**src/rtl/bsn_ctrl_pkg.sv**
```systemverilog
// Shared types and helpers for the bitstream-network control blocks.
package bsn_ctrl_pkg;

    typedef enum logic [1:0] {IDLE, FLUSH, RUN, DONE} seq_state_t;

    // Counter width able to hold 0..len inclusive.
    function automatic int cnt_width(input int len);
        return $clog2(len + 1);
    endfunction

endpackage

```
**src/rtl/layer_weight_bank.sv**
```systemverilog
// Per-element writable weight register bank with address range check.
module layer_weight_bank
    import bsn_ctrl_pkg::*;
#(
    parameter int INPUT_SIZE   = 2,
    parameter int NEURON_COUNT = 2,
    parameter int WEIGHT_LEN   = 16,
    localparam int NW = (NEURON_COUNT > 1) ? $clog2(NEURON_COUNT) : 1,
    localparam int IW = (INPUT_SIZE > 1) ? $clog2(INPUT_SIZE) : 1
)(
    input  logic                  clk,
    input  logic                  rst,
    input  logic                  wr_en,
    input  logic                  wr_allow,
    input  logic [NW-1:0]         wr_neuron,
    input  logic [IW-1:0]         wr_input,
    input  logic [WEIGHT_LEN-1:0] wr_data,
    output logic                  wr_ok,
    output logic [NEURON_COUNT-1:0][INPUT_SIZE-1:0][WEIGHT_LEN-1:0] weights
);

    // Address fields may be wider than the array when counts are not powers of two.
    assign wr_ok = (int'(wr_neuron) < NEURON_COUNT) && (int'(wr_input) < INPUT_SIZE);

    always_ff @(posedge clk) begin
        if (rst)
            weights <= '0;
        else if (wr_en && wr_allow && wr_ok)
            weights[wr_neuron][wr_input] <= wr_data;
    end

endmodule

```
**src/rtl/layer_sequencer.sv**
```systemverilog
// Run controller for one bitstream layer: weight bank, flush/run/done FSM, per-neuron ones counters.
module layer_sequencer
    import bsn_ctrl_pkg::*;
#(
    parameter int INPUT_SIZE   = 2,
    parameter int NEURON_COUNT = 2,
    parameter int WEIGHT_LEN   = 16,
    parameter int STREAM_LEN   = 256,
    parameter int WARMUP       = 2,
    parameter int FLUSH_LEN    = 2,
    localparam int CNT_W = cnt_width(STREAM_LEN),
    localparam int NW = (NEURON_COUNT > 1) ? $clog2(NEURON_COUNT) : 1,
    localparam int IW = (INPUT_SIZE > 1) ? $clog2(INPUT_SIZE) : 1
)(
    input  logic                    clk,
    input  logic                    rst,
    input  logic                    start,
    output logic                    busy,
    input  logic                    wr_en,
    input  logic [NW-1:0]           wr_neuron,
    input  logic [IW-1:0]           wr_input,
    input  logic [WEIGHT_LEN-1:0]   wr_data,
    output logic                    wr_err,
    output logic                    layer_n_rst,
    output logic [NEURON_COUNT-1:0][INPUT_SIZE-1:0][WEIGHT_LEN-1:0] layer_weights,
    input  logic [NEURON_COUNT-1:0] layer_output,
    output logic [NEURON_COUNT-1:0][CNT_W-1:0] result_count,
    output logic                    result_valid,
    input  logic                    result_ready
);

    localparam int RUN_LEN = WARMUP + STREAM_LEN;
    localparam int PH_MAX  = (RUN_LEN > FLUSH_LEN) ? RUN_LEN : FLUSH_LEN;
    localparam int PH_W    = $clog2(PH_MAX + 1);

    seq_state_t      state, state_n;
    logic [PH_W-1:0] phase;
    logic            wr_allow, wr_ok, counting, clr;
    logic [CNT_W-1:0] cnt [NEURON_COUNT];

    assign wr_allow = (state == IDLE) || (state == DONE);
    assign clr      = (state == IDLE) && start;
    assign counting = (state == RUN) && (int'(phase) >= WARMUP);

    layer_weight_bank #(
        .INPUT_SIZE  (INPUT_SIZE),
        .NEURON_COUNT(NEURON_COUNT),
        .WEIGHT_LEN  (WEIGHT_LEN)
    ) u_bank (
        .clk      (clk),
        .rst      (rst),
        .wr_en    (wr_en),
        .wr_allow (wr_allow),
        .wr_neuron(wr_neuron),
        .wr_input (wr_input),
        .wr_data  (wr_data),
        .wr_ok    (wr_ok),
        .weights  (layer_weights)
    );

    always_comb begin
        state_n = state;
        case (state)
            IDLE:    if (start) state_n = FLUSH;
            FLUSH:   if (phase == PH_W'(FLUSH_LEN - 1)) state_n = RUN;
            RUN:     if (phase == PH_W'(RUN_LEN - 1)) state_n = DONE;
            DONE:    if (result_ready) state_n = IDLE;
            default: state_n = IDLE;
        endcase
    end

    // Outputs are decoded from the next state so they line up with the state register.
    always_ff @(posedge clk) begin
        if (rst) begin
            state        <= IDLE;
            phase        <= '0;
            busy         <= 1'b0;
            layer_n_rst  <= 1'b0;
            result_valid <= 1'b0;
            wr_err       <= 1'b0;
        end else begin
            state        <= state_n;
            phase        <= (state_n != state || state == IDLE || state == DONE) ? '0 : phase + 1'b1;
            busy         <= (state_n != IDLE);
            layer_n_rst  <= (state_n == RUN);
            result_valid <= (state_n == DONE);
            wr_err       <= wr_en && !(wr_allow && wr_ok);
        end
    end

    for (genvar g = 0; g < NEURON_COUNT; g++) begin : g_cnt
        always_ff @(posedge clk) begin
            if (rst || clr)
                cnt[g] <= '0;
            else if (counting && layer_output[g])
                cnt[g] <= cnt[g] + 1'b1;
        end
        assign result_count[g] = cnt[g];
    end

endmodule

```
**config.mk**
```make
export PLATFORM = sky130hd
export DESIGN_NAME = layer_sequencer
export DESIGN_NICKNAME = d
export VERILOG_FILES = /design/src/rtl/bsn_ctrl_pkg.sv /design/src/rtl/layer_weight_bank.sv /design/src/rtl/layer_sequencer.sv
export SDC_FILE = /design/constraint.sdc
export NUM_CORES = 1
export LEC_CHECK = 0
export BUFFER_PORTS_ARGS = -buffer_cell sky130_fd_sc_hd__buf_2
export CORE_ASPECT_RATIO = 1.75
export CORE_UTILIZATION = 49
export CTS_CLUSTER_DIAMETER = 80
export DETAILED_ROUTE_END_ITERATION = 10
export MAX_ROUTING_LAYER = met4
export PLACE_DENSITY_LB_ADDON = 0.15
export SETUP_SLACK_MARGIN = 0.5
export SLEW_MARGIN = 20
export SYNTH_ARGS = -nofsm -noshare
export SYNTH_HDL_FRONTEND = slang
export SYNTH_HIERARCHICAL = 1
export SYNTH_SLANG_ARGS = --single-unit
```
**constraint.sdc**
```tcl
create_clock -name clk -period 4.01 [get_ports clk]
set_input_delay 0.2005 -clock clk [delete_from_list [all_inputs] [get_ports clk]]
set_output_delay 0.2005 -clock clk [all_outputs]
set_load 0.05 [all_outputs]
```
# Yosys cells after proc, flatten, opt, wreduce, memory -nomap -nowiden
# Memories as Yosys holds them, arrays and structs flattened.
# Cells that the tools add are included.
[word_totals]
reg_bits = 79
latch_bits = 0
ram_bits = 18
romBits = 0
in_bits = 25
mem_count = 1
[classes]
add_sub_neg = 3
mul = 0
div = 0
magnitude_cmp = 5
eq_ne = 8
shifts = 0
mux = 20
bitwise = 2
n_reduce_logical = 16
[memory_table]
columns = ["memory", "depth", "word_bits", "rd", "rd_ports_with_merged_regs", "wr", "line", "text"]
rows = [
  ["cnt", 2, 9, 2, 0, 2, "layer_sequencer.sv:39", "logic [CNT_W-1:0] cnt [NEURON_COUNT];"],
]
[op_table]
columns = ["op", "n"]
rows = [
  ["$bwmux 64", 1],
  ["$demux 32 s1", 1],
  ["$mux 32", 1],
  ["$add 9x1->9 const B", 3],
  ["$mux 9", 2],
  ["$demux 16 s1", 1],
  ["$mux 16", 1],
  ["$eq 9x1->1 const B", 1],
  ["$eq 9x9->1 const B", 1],
  ["$ge 9x2->1 const B", 1],
  ["$eq 2x2->1 const B", 4],
  ["$logic_and 1x1->1", 8],
  ["$mux 1", 8],
  ["$mux 2", 4],
  ["$pmux 2 s4", 1],
  ["$logic_or 1x1->1", 4],
  ["$lt 1x2->1 const B", 2],
  ["$eq 2x1->1 const B", 1],
  ["$ge 1x1->1 const B", 2],
  ["$logic_not 2->1", 1],
  ["$ne 2x2->1", 1],
  ["$or 1x1->1", 2],
  ["$reduce_bool 2->1", 1],
  ["$reduce_or 2->1", 1],
  ["$logic_not 1->1", 1],
]

# Longest topological paths before layout
# Gate-level depths: netlist (run 1).
[logic_depth]
word_depth = 7
depth_mapped = 7
mapped_depth_nobuf = 6

# By module
# The synthesis (run 1) kept the hierarchy.
[modules_own_cells]
columns = ["module", "n_inst", "cells_each", "area_per_inst_um2", "seq_area_each_um2"]
rows = [
  ["layer_weight_bank", 1, 232, 2605.0, 1281.2],
  ["layer_sequencer", 1, 168, 1734.2, 840.8],
]

# Least setup slack after synthesis (run 1)
# OpenSTA, ideal clock, no wires.
[synth_path]
path_type = "register to register"
from = "reg state[0]"
to = "reg phase[3]"
setup_time_ps = 131
t_arrival_ps = 1562
required_ps = 3879
path_slack_ps = 2316
stages_incl_launch_ff = 7
path_buffers = 1
period_less_slack_ps = 1694
path_cell_list = "dfxtp_1 -> inv_1 -> ha_1 -> clkbuf_1 -> or3_1 -> nor2_1 -> nor3_1"
[synth_via]
elab_chain_len = 6
elab_cells_between_ends = 13
cone_classes = "4 x eq/ne; 5 x mux; 4 x reduce/logical"
[synth_rtl]
columns = ["item", "line", "text"]
rows = [
  ["from (decl)", "layer_sequencer.sv:36", "seq_state_t state, state_n;"],
  ["from (signal assigned)", "layer_sequencer.sv:82", "state <= state_n;"],
  ["$eq 2x2->1 (tied with other cells)", "layer_sequencer.sv:63, layer_sequencer.sv:83", ""],
  ["$pmux 2 s4", "layer_sequencer.sv:63", "case (state)"],
  ["$ne 2x2->1", "layer_sequencer.sv:83", "phase <= (state_n != state || state == IDLE || state == DONE) ? '0 : phase + 1'b1;"],
  ["$logic_or 1x1->1", "layer_sequencer.sv:83", ""],
  ["$logic_or 1x1->1 (*)", "layer_sequencer.sv:83", ""],
  ["$reduce_or 2->1 (no source line) (*)", "--", ""],
  ["to (signal assigned)", "layer_sequencer.sv:83", ""],
  ["to (decl)", "layer_sequencer.sv:37", "logic [PH_W-1:0] phase;"],
]
# Every way passes the cells marked *; elsewhere a longest branch is shown, timed or not.
# A chain may end at the register's enable or synchronous reset.

# Final worst setup path (run 1)
[layout_path]
from = "reg state[0]"
to = "reg u_bank/weights[43] (netlist name)"
[layout_via]
elab_chain_len = 3
elab_cells_between_ends = 4
cone_classes = "1 x eq/ne; 3 x reduce/logical"
[layout_rtl]
columns = ["item", "line", "text"]
rows = [
  ["$eq 2x2->1 or $logic_not 2->1 (tied branches)", "layer_sequencer.sv:41", "assign wr_allow = (state == IDLE) || (state == DONE);"],
  ["$logic_or 1x1->1 (*)", "layer_sequencer.sv:41", ""],
  ["via wr_allow", "layer_sequencer.sv:38", "logic wr_allow, wr_ok, counting, clr;"],
  ["$logic_and 1x1->1 (*)", "layer_weight_bank.sv:28", "else if (wr_en && wr_allow && wr_ok)"],
  ["to (signal, indexed assignment)", "layer_weight_bank.sv:29", "weights[wr_neuron][wr_input] <= wr_data;"],
  ["to (decl)", "layer_weight_bank.sv:19", "output logic [NEURON_COUNT-1:0][INPUT_SIZE-1:0][WEIGHT_LEN-1:0] weights"],
]
# The timed path passes the listed nets; every way through them passes the cells marked *.

==> results of run 1 <==
## worst max-delay path: cells and delay by family, from the launching register on
kind,cells,cell delay (ns)
DFF,1,0.44
muxes,1,0.13
and+or+nand+nor,1,0.49
buffers and inverters,3,0.67
adders and majority gates,1,0.30
## stage by stage
| step | hold slack, ns | power, W | instances | utilization [%] |
|---|---|---|---|---|
| after detailed placement | 0.464 | 0.00200 | 611 | 57.3 |
| final | 0.161 | 0.00291 | 626 | 61.2 |
| after floorplan | 0.320 | 0.00183 | 400 | - |
| after global placement | 0.458 | 0.00199 | 611 | 57.3 |
| after CTS | 0.153 | 0.00293 | 626 | 61.2 |
| after global routing | 0.182 | 0.00303 | 626 | 61.2 |
## final cells by class
class                   count  share of cell area, %
clock buffers              12                   5.49
clock inverters             3                  0.831
inverters                   9                  0.641
multi-input cells         275                   39.1
flip-flops and latches     97                   40.3
well taps                 117                   2.78
repair buffers            113                   10.9
## cell families after synthesis
logic type / synth area share [%]
simple gates: 23.1
flops: 48.9
mux: 14.8
buf+inv: 3.60
xor+xnor: 4.24
compound gates: 2.74
fa+ha+maj: 2.60
other cells: 0.0864
## layer usage
metal	up-vias	track usage, %
li1	1570	-
met1	1483	21.3
met2	95	37.2
met3	14	4.77
met4	0	10.3
met5	-	-
## worst paths after layout
kind | endpoint | startpoint | cells after the start | slack (ns)
setup / recovery | u_bank/weights[43] | state[0] | 6 | 1.85
hold / removal | wr_err | wr_en | 3 | 0.16
setup reg to reg | u_bank/weights[43] | state[0] | 6 | 1.85
hold reg to reg | u_bank/weights[62] | u_bank/weights[62] | 2 | 0.47
## state kept, by name (all words and copies together) (netlist names)
name            flops
u_bank/weights     64
wr_err              1
cnt                18
result_valid        1
phase               9
layer_n_rst         1
state               2
busy                1
## Yosys cell counts, drive strengths merged, types with 3 or more instances
cell type	number
o21ai	3
mux2i	64
xnor2	10
dfxtp	79
xor2	11
nor2	27
inv	9
nand2	7
and3	3
buf	8
edfxtp	18
clkbuf	11
nor3	14
a21oi	3
nand2b	81
ha	9
nand3	14
nand4	6
## power by group
part | internal, W | leakage [nW] | switching, W | total, W
combinational | 0.000232 | 1.49 | 0.000576 | 0.000808
sequential | 0.00110 | 0.838 | 0.0000741 | 0.00117
clock | 0.000573 | 0.165 | 0.000356 | 0.000929
total | 0.00190 | 2.49 | 0.00101 | 0.00291
==> flow_summary_export.csv, run 1 <==
group,metric,value,unit
die,fp.dieH,126,um
die,io_pins,111,
worst_setup_path,cp_common_cell,"inv_1",
clocking,ctsHoldBuffers,0,
global_routing,grt_pass1_wl,14400,um
yosys,yosysTopAreaCell,"dfxtp_1",
clocking,clk_latency,0.34,ns
sta,setup_viol,0,
global_routing,gr-total-overflow,0,
global_routing,grt_usage,21.1,%
die,fp.dieW,73.1,um
finish,antenna_cells,0,
status,status,"completed",
yosys,ys.warnings.count,6,
power,peakVddDrop,0.000268,V
sta,grt_setup_unrepaired,"false",
die,dieArea,9250,sq um
yosys,ys_seq_elements,97,
placed_design,place.gp.congestion,0.804,
detailed_routing,drtPass1Iterations,4,
clocking,cts-buffers-inserted,9,
clocking,root_buffer,"clkbuf_16",
die,initial_core_util,50.4,%
yosys,yosys_most_used_dff,"dfxtp_1",
sta,skew,0.00557,ns
yosys,synth_cell_type_count,43,
yosys,async_reset_ff_share,0,%
clocking,clkTransAtPathRegs,0.07,ns
worst_setup_path,critical_path.cell_chain,"inv_1 > ha_1 > inv_1 > nand4b_1 > buf_4 > mux2i_1",
die,rows,45,
yosys,synth_area,4340,sq um
detailed_routing,drtAntennaViolNets,0,
worst_setup_path,slowest_stage,"nand4b_1",
finish,design_area,5270,sq um
power,p_per_area,552,nW/um^2
sta,setup_ws,1.85,ns
power,leakage,2.49,nW
job,drv_cap,0,
placed_design,dp.final_hpwl,6660,um
yosys,synth_area_leaders,"dfxtp_1, mux2i_1, edfxtp_1",
sta,fin_crit,2.16,ns
worst_setup_path,required,4.23,ns
detailed_routing,drt-met1-wl,3640,um
yosys,ys_seq_area_share,48.9,%
clocking,cts_tree,"done",
detailed_routing,wl_met3,472,um
finish,area_delta_synth_final,21.4,%
finish,nNetsFinal,539,
worst_hold_path,hold_path.class,"in -> reg",
worst_setup_path,endpoint_kind,"flip-flop",
worst_setup_path,cp-start-kind,"flip-flop",
worst_setup_path,crit_path_max_incr_delay,0.49,ns
detailed_routing,num_vias,3162,
sta,drv_slew,0,
global_routing,antenna_found_initial,0,
sta,hold_viol,0,
finish,n_fill_cell,755,
clocking,cts-resized-gates,0,
sta,fin_setup_tns,0,ns
detailed_routing,vias_per_cell,5.05,
placed_design,port_buffers,110,
clocking,htree_num_levels,3,
finish,mostFrequentLayoutCells,"buf_2, nand2b_1, dfxtp_1, mux2i_1, nor2_1",
global_routing,grt_pass1_vias,3129,
placed_design,placed_area,4940,sq um
placed_design,place_ws,1.87,ns
clocking,clockBufferDepth,2,
worst_setup_path,critPathMaxFanout,9,
clocking,postCtsSetupBuffers,0,
detailed_routing,wire_per_inst,14.7,um
sta,finalCritPeriodShare,53.9,%
sta,worst_pin_slew,0.831,ns
sta,fmax,463,MHz
finish,ff_latch_area,2120,sq um
detailed_routing,highest_layer,"met4",
yosys,synth_top_area_share,36.4,%
global_routing,grt_start_max_net_pins,70,
worst_setup_path,crit_arrival,2.38,ns
sta,relSlewSlack,44.6,%
yosys,synth_nets,434,
detailed_routing,wl_met2,4890,um
clocking,cts_sinks,97,
yosys,netlist_instances,400,
detailed_routing,drt_iter0_drc,89,
finish,layout_commonest_cell,"buf_2",
detailed_routing,totalWireLength,9220,um
finish,multiInputGateArea,2060,sq um
finish,drive_gt1_share,27.3,%
yosys,synth_edf_count,18,
detailed_routing,drcViolationCount,0,
die,core-area,8610,sq um
worst_setup_path,crit_type,"reg -> reg",
yosys,syn_area_per_cell,10.8,sq um
Note: power is estimated with default switching activity, not from simulation.
==> run 2: changes to the inputs <==
==> constraint.sdc (replaced) <==
create_clock -name clk -period 2.17 [get_ports clk]
set_input_delay 0.1085 -clock clk [delete_from_list [all_inputs] [get_ports clk]]
set_output_delay 0.1085 -clock clk [all_outputs]
set_load 0.05 [all_outputs]
==> run 2 against run 1 <==
Sequential cell count is the same; fmax grew 34%; via count grew 2.3%; die area did not move; critical path type unchanged; highest routed layer unchanged; critical path depth down 1; sequential power increased by 86%.
==> flow_summary_export.csv, run 2 (synthesis gave the netlist of run 1 again) <==
group,metric,value,unit
sta,fin_setup_tns,0,ns
global_routing,grt_pass1_wl,14800,um
sta,skew,0.00728,ns
sta,grt_setup_unrepaired,"false",
placed_design,dp.final_hpwl,6670,um
job,drv_cap,0,
global_routing,grt_start_max_net_pins,54,
sta,fmax,621,MHz
die,initial_core_util,50.4,%
global_routing,grt_pass1_vias,3169,
sta,hold_viol,0,
finish,area_delta_synth_final,26.2,%
detailed_routing,drt_iter0_drc,131,
power,power_switching_share,35.2,%
detailed_routing,drtAntennaViolNets,0,
worst_setup_path,crit_type,"reg -> reg",
clocking,cts-buffers-inserted,9,
finish,layout_commonest_cell,"buf_2",
sta,setup_viol,0,
clocking,htree_num_levels,3,
detailed_routing,num_vias,3236,
placed_design,place.gp.congestion,0.765,
worst_setup_path,cp-start-kind,"flip-flop",
die,fp.dieW,73.1,um
finish,ff_latch_area,2130,sq um
die,rows,45,
detailed_routing,drcViolationCount,0,
power,peakVddDrop,0.000503,V
detailed_routing,vias_per_cell,5.08,
power,leakage,2.56,nW
power,power,0.00559,W
power,p_per_area,1020,nW/um^2
global_routing,antenna_found_initial,0,
worst_setup_path,endpoint_kind,"flip-flop",
status,status,"completed",
sta,fin_crit,1.61,ns
finish,reg.largest.list,"u_bank/weights (64), cnt (18), phase (9)",
die,core-area,8610,sq um
sta,setup_ws,0.559,ns
worst_setup_path,crit_buf_inv,0,
detailed_routing,totalWireLength,9500,um
worst_setup_path,crit_family,"compound AO/OA/AOI/OAI gates",
die,dieArea,9250,sq um
clocking,ctsHoldBuffers,0,
power,clockPowerShare,29.7,%
detailed_routing,wire_per_inst,14.9,um
clocking,clk_latency,0.34,ns
worst_setup_path,critPathMaxFanout,5,
finish,largest_register,"u_bank/weights",
sta,worst_hold_slack,0.0734,ns
clocking,clockBufferDepth,2,
worst_setup_path,crit_arrival,1.85,ns
finish,n_fill_cell,730,
power,switching_power,0.00197,W
placed_design,port_buffers,110,
placed_design,place_ws,0.287,ns
worst_hold_path,hold_path.class,"in -> reg",
clocking,root_buffer,"clkbuf_16",
global_routing,grt_usage,21.6,%
die,io_pins,111,
finish,largest_reg_flops,64,
power,p_comb_share,31.3,%
finish,postLayoutCoreUtil,63.5,%
worst_setup_path,critical_path.cell_chain,"ha_1 > nor2b_2 > a211oi_1 > o32ai_4 > nor3_1",
worst_setup_path,slowest_stage,"a211oi_1",
power,p_int,0.00362,W
power,pwr-share-seq,39.0,%
clocking,clkTransAtPathRegs,0.07,ns
clocking,cts_sinks,97,
sta,finalCritPeriodShare,74.3,%
finish,nNetsFinal,549,
clocking,cts_tree,"done",
finish,drive_gt1_share,33.1,%
worst_setup_path,required,2.41,ns
sta,drv_slew,0,
worst_setup_path,crit_path_max_incr_delay,0.39,ns
detailed_routing,drtPass1Iterations,4,
global_routing,gr-total-overflow,0,
finish,mostFrequentLayoutCells,"buf_2, nand2b_1, dfxtp_1, mux2i_1, nor2_1",
die,fp.dieH,126,um
finish,multiInputGateArea,2150,sq um
finish,antenna_cells,0,
## run 2: cell count changes in the layout (fill, tap and decap cells not counted), moves of 3 or more
cell and change:
ha_1 -4, inv_1 -3, dfxtp_1 -6, dfxtp_2 +4, buf_4 +6
## run 2: power groups by stage
stage	Sequential, W	Combinational [W]	Clock, W
after global routing	0.00220	0.00185	0.00178
after global placement	0.00220	0.00148	0
final	0.00218	0.00175	0.00166
after floorplan	0.00274	0.000647	0
after detailed placement	0.00221	0.00151	0
after CTS	0.00219	0.00165	0.00170
## run 2: worst paths after layout
| path | from | endpoint | slack [ns] | cells after the start |
|---|---|---|---|---|
| setup / recovery | state[0] | phase[2] | 0.56 | 5 |
| setup reg to reg | state[0] | phase[2] | 0.56 | 5 |
| hold / removal | wr_en | wr_err | 0.07 | 3 |
| hold reg to reg | u_bank/weights[8] | u_bank/weights[8] | 0.47 | 2 |
## run 2: repair_timing
action | in CTS | in global routing
pin swaps | 4 | 7
endpoints found under the setup margin | 64 | 88
resized for setup | 19 | 13
buffers inserted | 3 | 4
## run 2: final cells by class
class / count / area share (%)
clock buffer: 11 / 4.82
clock inverter: 5 / 1.12
inverter: 9 / 0.686
multi-input combinational: 275 / 39.4
sequential: 97 / 39.0
tap: 117 / 2.67
timing repair buffer: 123 / 12.3
## run 2: worst register-to-register path, stage by stage (launching register included)
cell and delay (ns):
dfxtp_4 0.36, ha_1 0.22, nor2b_2 0.19, a211oi_1 0.39, o32ai_4 0.15, nor3_1 0.21
## run 2: through the flow
step	cells	cell area, sq um
finish	637	5470
global route	637	5470
CTS	633	5410
detailed placement	614	4960
global placement	614	4960
floorplan	400	4340
## run 2: layer usage
layer	global-route usage, %	part of all wire, %	wire (um)	vias up
met5	-	0	0	-
met4	7.84	1.4	131	0
met3	5.08	4.5	431	9
met2	39.6	54	5140	98
met1	21.5	40	3800	1527
li1	-	-	-	1602
==> run 3: changes to the inputs <==
==> constraint.sdc (replaced) <==
create_clock -name clk -period 1.6 [get_ports clk]
set_input_delay 0.08 -clock clk [delete_from_list [all_inputs] [get_ports clk]]
set_output_delay 0.08 -clock clk [all_outputs]
set_load 0.05 [all_outputs]
==> run 3 against run 2 <==
The flow now finishes with violations (negative setup slack); global-route usage rose by 3.5 points; final area rose by 16%; core utilization rose by 10 points; via count rose by 8.3%; clock skew fell by 0.0027 ns; setup slack got worse by 0.61 ns; routed wire length rose by 23%; critical path type unchanged; largest cell class unchanged.
==> flow_summary_export.csv, run 3 (synthesis gave the netlist of run 1 again) <==
group,metric,value,unit
die,rows,45,
worst_setup_path,critical_path.cell_chain,"inv_6 > ha_4 > buf_4 > buf_6 > a21oi_4 > buf_12 > buf_12 > nand4_4 > nor2_1",
worst_setup_path,slowest_stage,"dfxtp_4",
power,p_int,0.00562,W
clocking,clkTransAtPathRegs,0.07,ns
clocking,clockBufferDepth,2,
power,switching_power,0.00316,W
finish,design_area,6370,sq um
worst_setup_path,cp-start-kind,"flip-flop",
clocking,cts_tree,"done",
sta,fin_crit,1.66,ns
power,power_switching_share,36.0,%
worst_setup_path,regToRegStartpoint,"state[1]",
sta,grt_setup_unrepaired,"true",
clocking,htree_num_levels,3,
sta,worst_pin_slew,0.556,ns
sta,skew,0.00459,ns
job,drv_cap,0,
finish,drive_gt1_share,43.1,%
sta,fmax,604,MHz
placed_design,place.gp.congestion,0.800,
power,p_comb_share,39.4,%
finish,largest_register,"u_bank/weights",
global_routing,antenna_found_initial,0,
worst_setup_path,crit_type,"reg -> reg",
worst_setup_path,crit_family,"buffers and inverters",
power,pwr-share-seq,33.9,%
worst_setup_path,cp_common_cell,"buf_12",
finish,nNetsFinal,586,
worst_setup_path,r2r-end,"cnt[0][0]",
sta,drv_slew,0,
worst_hold_path,min_delay_worst_endpoint,"u_bank/weights[59]",
worst_hold_path,hold-path-cell-count,3,
finish,reg.largest.list,"u_bank/weights (64), cnt (18), phase (9)",
die,fp.dieH,126,um
die,io_pins,111,
detailed_routing,vias_per_cell,5.20,
die,core-area,8610,sq um
worst_setup_path,reg2reg_setup_slack,-0.06,ns
detailed_routing,drtPass1Iterations,4,
power,clockPowerShare,26.7,%
sta,hold_viol,0,
sta,setup_viol,41,
worst_setup_path,critPathMaxFanout,6,
finish,largest_reg_flops,64,
global_routing,grt_usage,25.2,%
detailed_routing,drcViolationCount,0,
finish,mostFrequentLayoutCells,"buf_2, nand2b_1, dfxtp_1, mux2i_1, buf_6",
clocking,clk_latency,0.34,ns
status,violations,"negative setup slack",
placed_design,placed_area,5270,sq um
die,dieArea,9250,sq um
sta,worst_hold_slack,0.0687,ns
finish,layout_commonest_cell,"buf_2",
power,leakage,2.88,nW
global_routing,grt_pass1_wl,16900,um
clocking,root_buffer,"clkbuf_16",
finish,n_fill_cell,607,
placed_design,dp.final_hpwl,6790,um
power,peakVddDrop,0.000857,V
detailed_routing,totalWireLength,11700,um
finish,antenna_cells,0,
placed_design,port_buffers,110,
clocking,cts_sinks,97,
clocking,ctsHoldBuffers,0,
finish,multiInputGateArea,2480,sq um
detailed_routing,num_vias,3503,
worst_setup_path,crit_buf_inv,5,
global_routing,gr-total-overflow,0,
sta,setup_ws,-0.0555,ns
die,fp.dieW,73.1,um
clocking,cts-buffers-inserted,9,
power,p_per_area,1380,nW/um^2
die,initial_core_util,50.4,%
worst_setup_path,endpoint_kind,"flip-flop",
global_routing,grt_pass1_vias,3486,
status,status,"complete, but fails checks",
worst_setup_path,required,1.80,ns
finish,area_delta_synth_final,46.7,%
detailed_routing,drtAntennaViolNets,0,
worst_setup_path,crit_arrival,1.85,ns
worst_hold_path,hold_path.class,"in -> reg",
worst_setup_path,timing.reg2reg.worst_path_depth,9,
sta,finalCritPeriodShare,103,%
worst_hold_path,min_from,"wr_data[11]",
worst_setup_path,crit_path_max_incr_delay,0.41,ns
finish,ff_latch_area,2140,sq um
placed_design,place_ws,-0.0689,ns
sta,relSlewSlack,62.7,%
detailed_routing,wire_per_inst,17.4,um
global_routing,grt_start_max_net_pins,65,
detailed_routing,drt_iter0_drc,121,
[run 3: cell type report]
cell class	instances	share of cell area, %
Multi-Input combinational cell	278	39.0
Sequential cell	97	33.6
Timing Repair Buffer	157	19.2
Clock buffer	13	4.60
Tap cell	117	2.30
Inverter	9	0.727
Clock inverter	3	0.648
[run 3: power groups by stage]
stage,clock network (W),registers [W],logic (W)
3_3_place_gp,0,0.00300,0.00236
3_5_place_dp,0,0.00302,0.00240
6_report,0.00234,0.00298,0.00346
4_1_cts,0.00237,0.00296,0.00292
2_1_floorplan,0,0.00375,0.00114
5_1_grt,0.00247,0.00300,0.00361
[run 3: metal layers]
| layer | share of wire, % | up-vias | global-route usage [%] |
|---|---|---|---|
| met3 | 3.7 | 41 | 3.65 |
| met4 | 5.0 | 0 | 15.2 |
| li1 | - | 1681 | - |
| met5 | 0 | - | - |
| met2 | 56 | 117 | 45.3 |
| met1 | 35 | 1664 | 24.5 |
[run 3: metrics by stage]
| step | power (W) | TNS (ns) | util (%) | cells |
|---|---|---|---|---|
| 3_5_place_dp | 0.00542 | -0.322 | 61.2 | 623 |
| 3_3_place_gp | 0.00537 | 0 | 61.2 | 623 |
| 4_1_cts | 0.00824 | 0 | 69.7 | 660 |
| 5_1_grt | 0.00908 | -3.16 | 73.9 | 674 |
| 2_1_floorplan | 0.00489 | -0.177 | - | 400 |
| 6_report | 0.00878 | -0.968 | 73.9 | 674 |
[run 3: how the worst max path moves through the flow]
stage	start	endpoint	slack, ns	cells after the start
2_1_floorplan	cnt[1][0]	cnt[1][6]	-0.09	5
3_3_place_gp	state[1]	phase[2]	0.02	6
3_5_place_dp	phase[1]	phase[2]	-0.07	6
4_1_cts	state[1]	phase[1]	0.02	6
5_1_grt	state[1]	cnt[0][0]	-0.11	9
6_report	state[1]	cnt[0][0]	-0.06	9
[run 3: timing repair]
action | in CTS | in global routing
pin swaps | 18 | 17
buffers inserted | 15 | 13
gates resized for setup | 41 | 55
gates cloned | 6 | 1
endpoints found under the setup margin | 126 | 129
hold endpoints to repair | 0 | 0
[run 3: worst min-delay path: cells and delay by family]
family / cells / cell delay, ns
mux: 1 / 0.13
simple gates: 1 / 0.09
buf+inv: 1 / 0.07
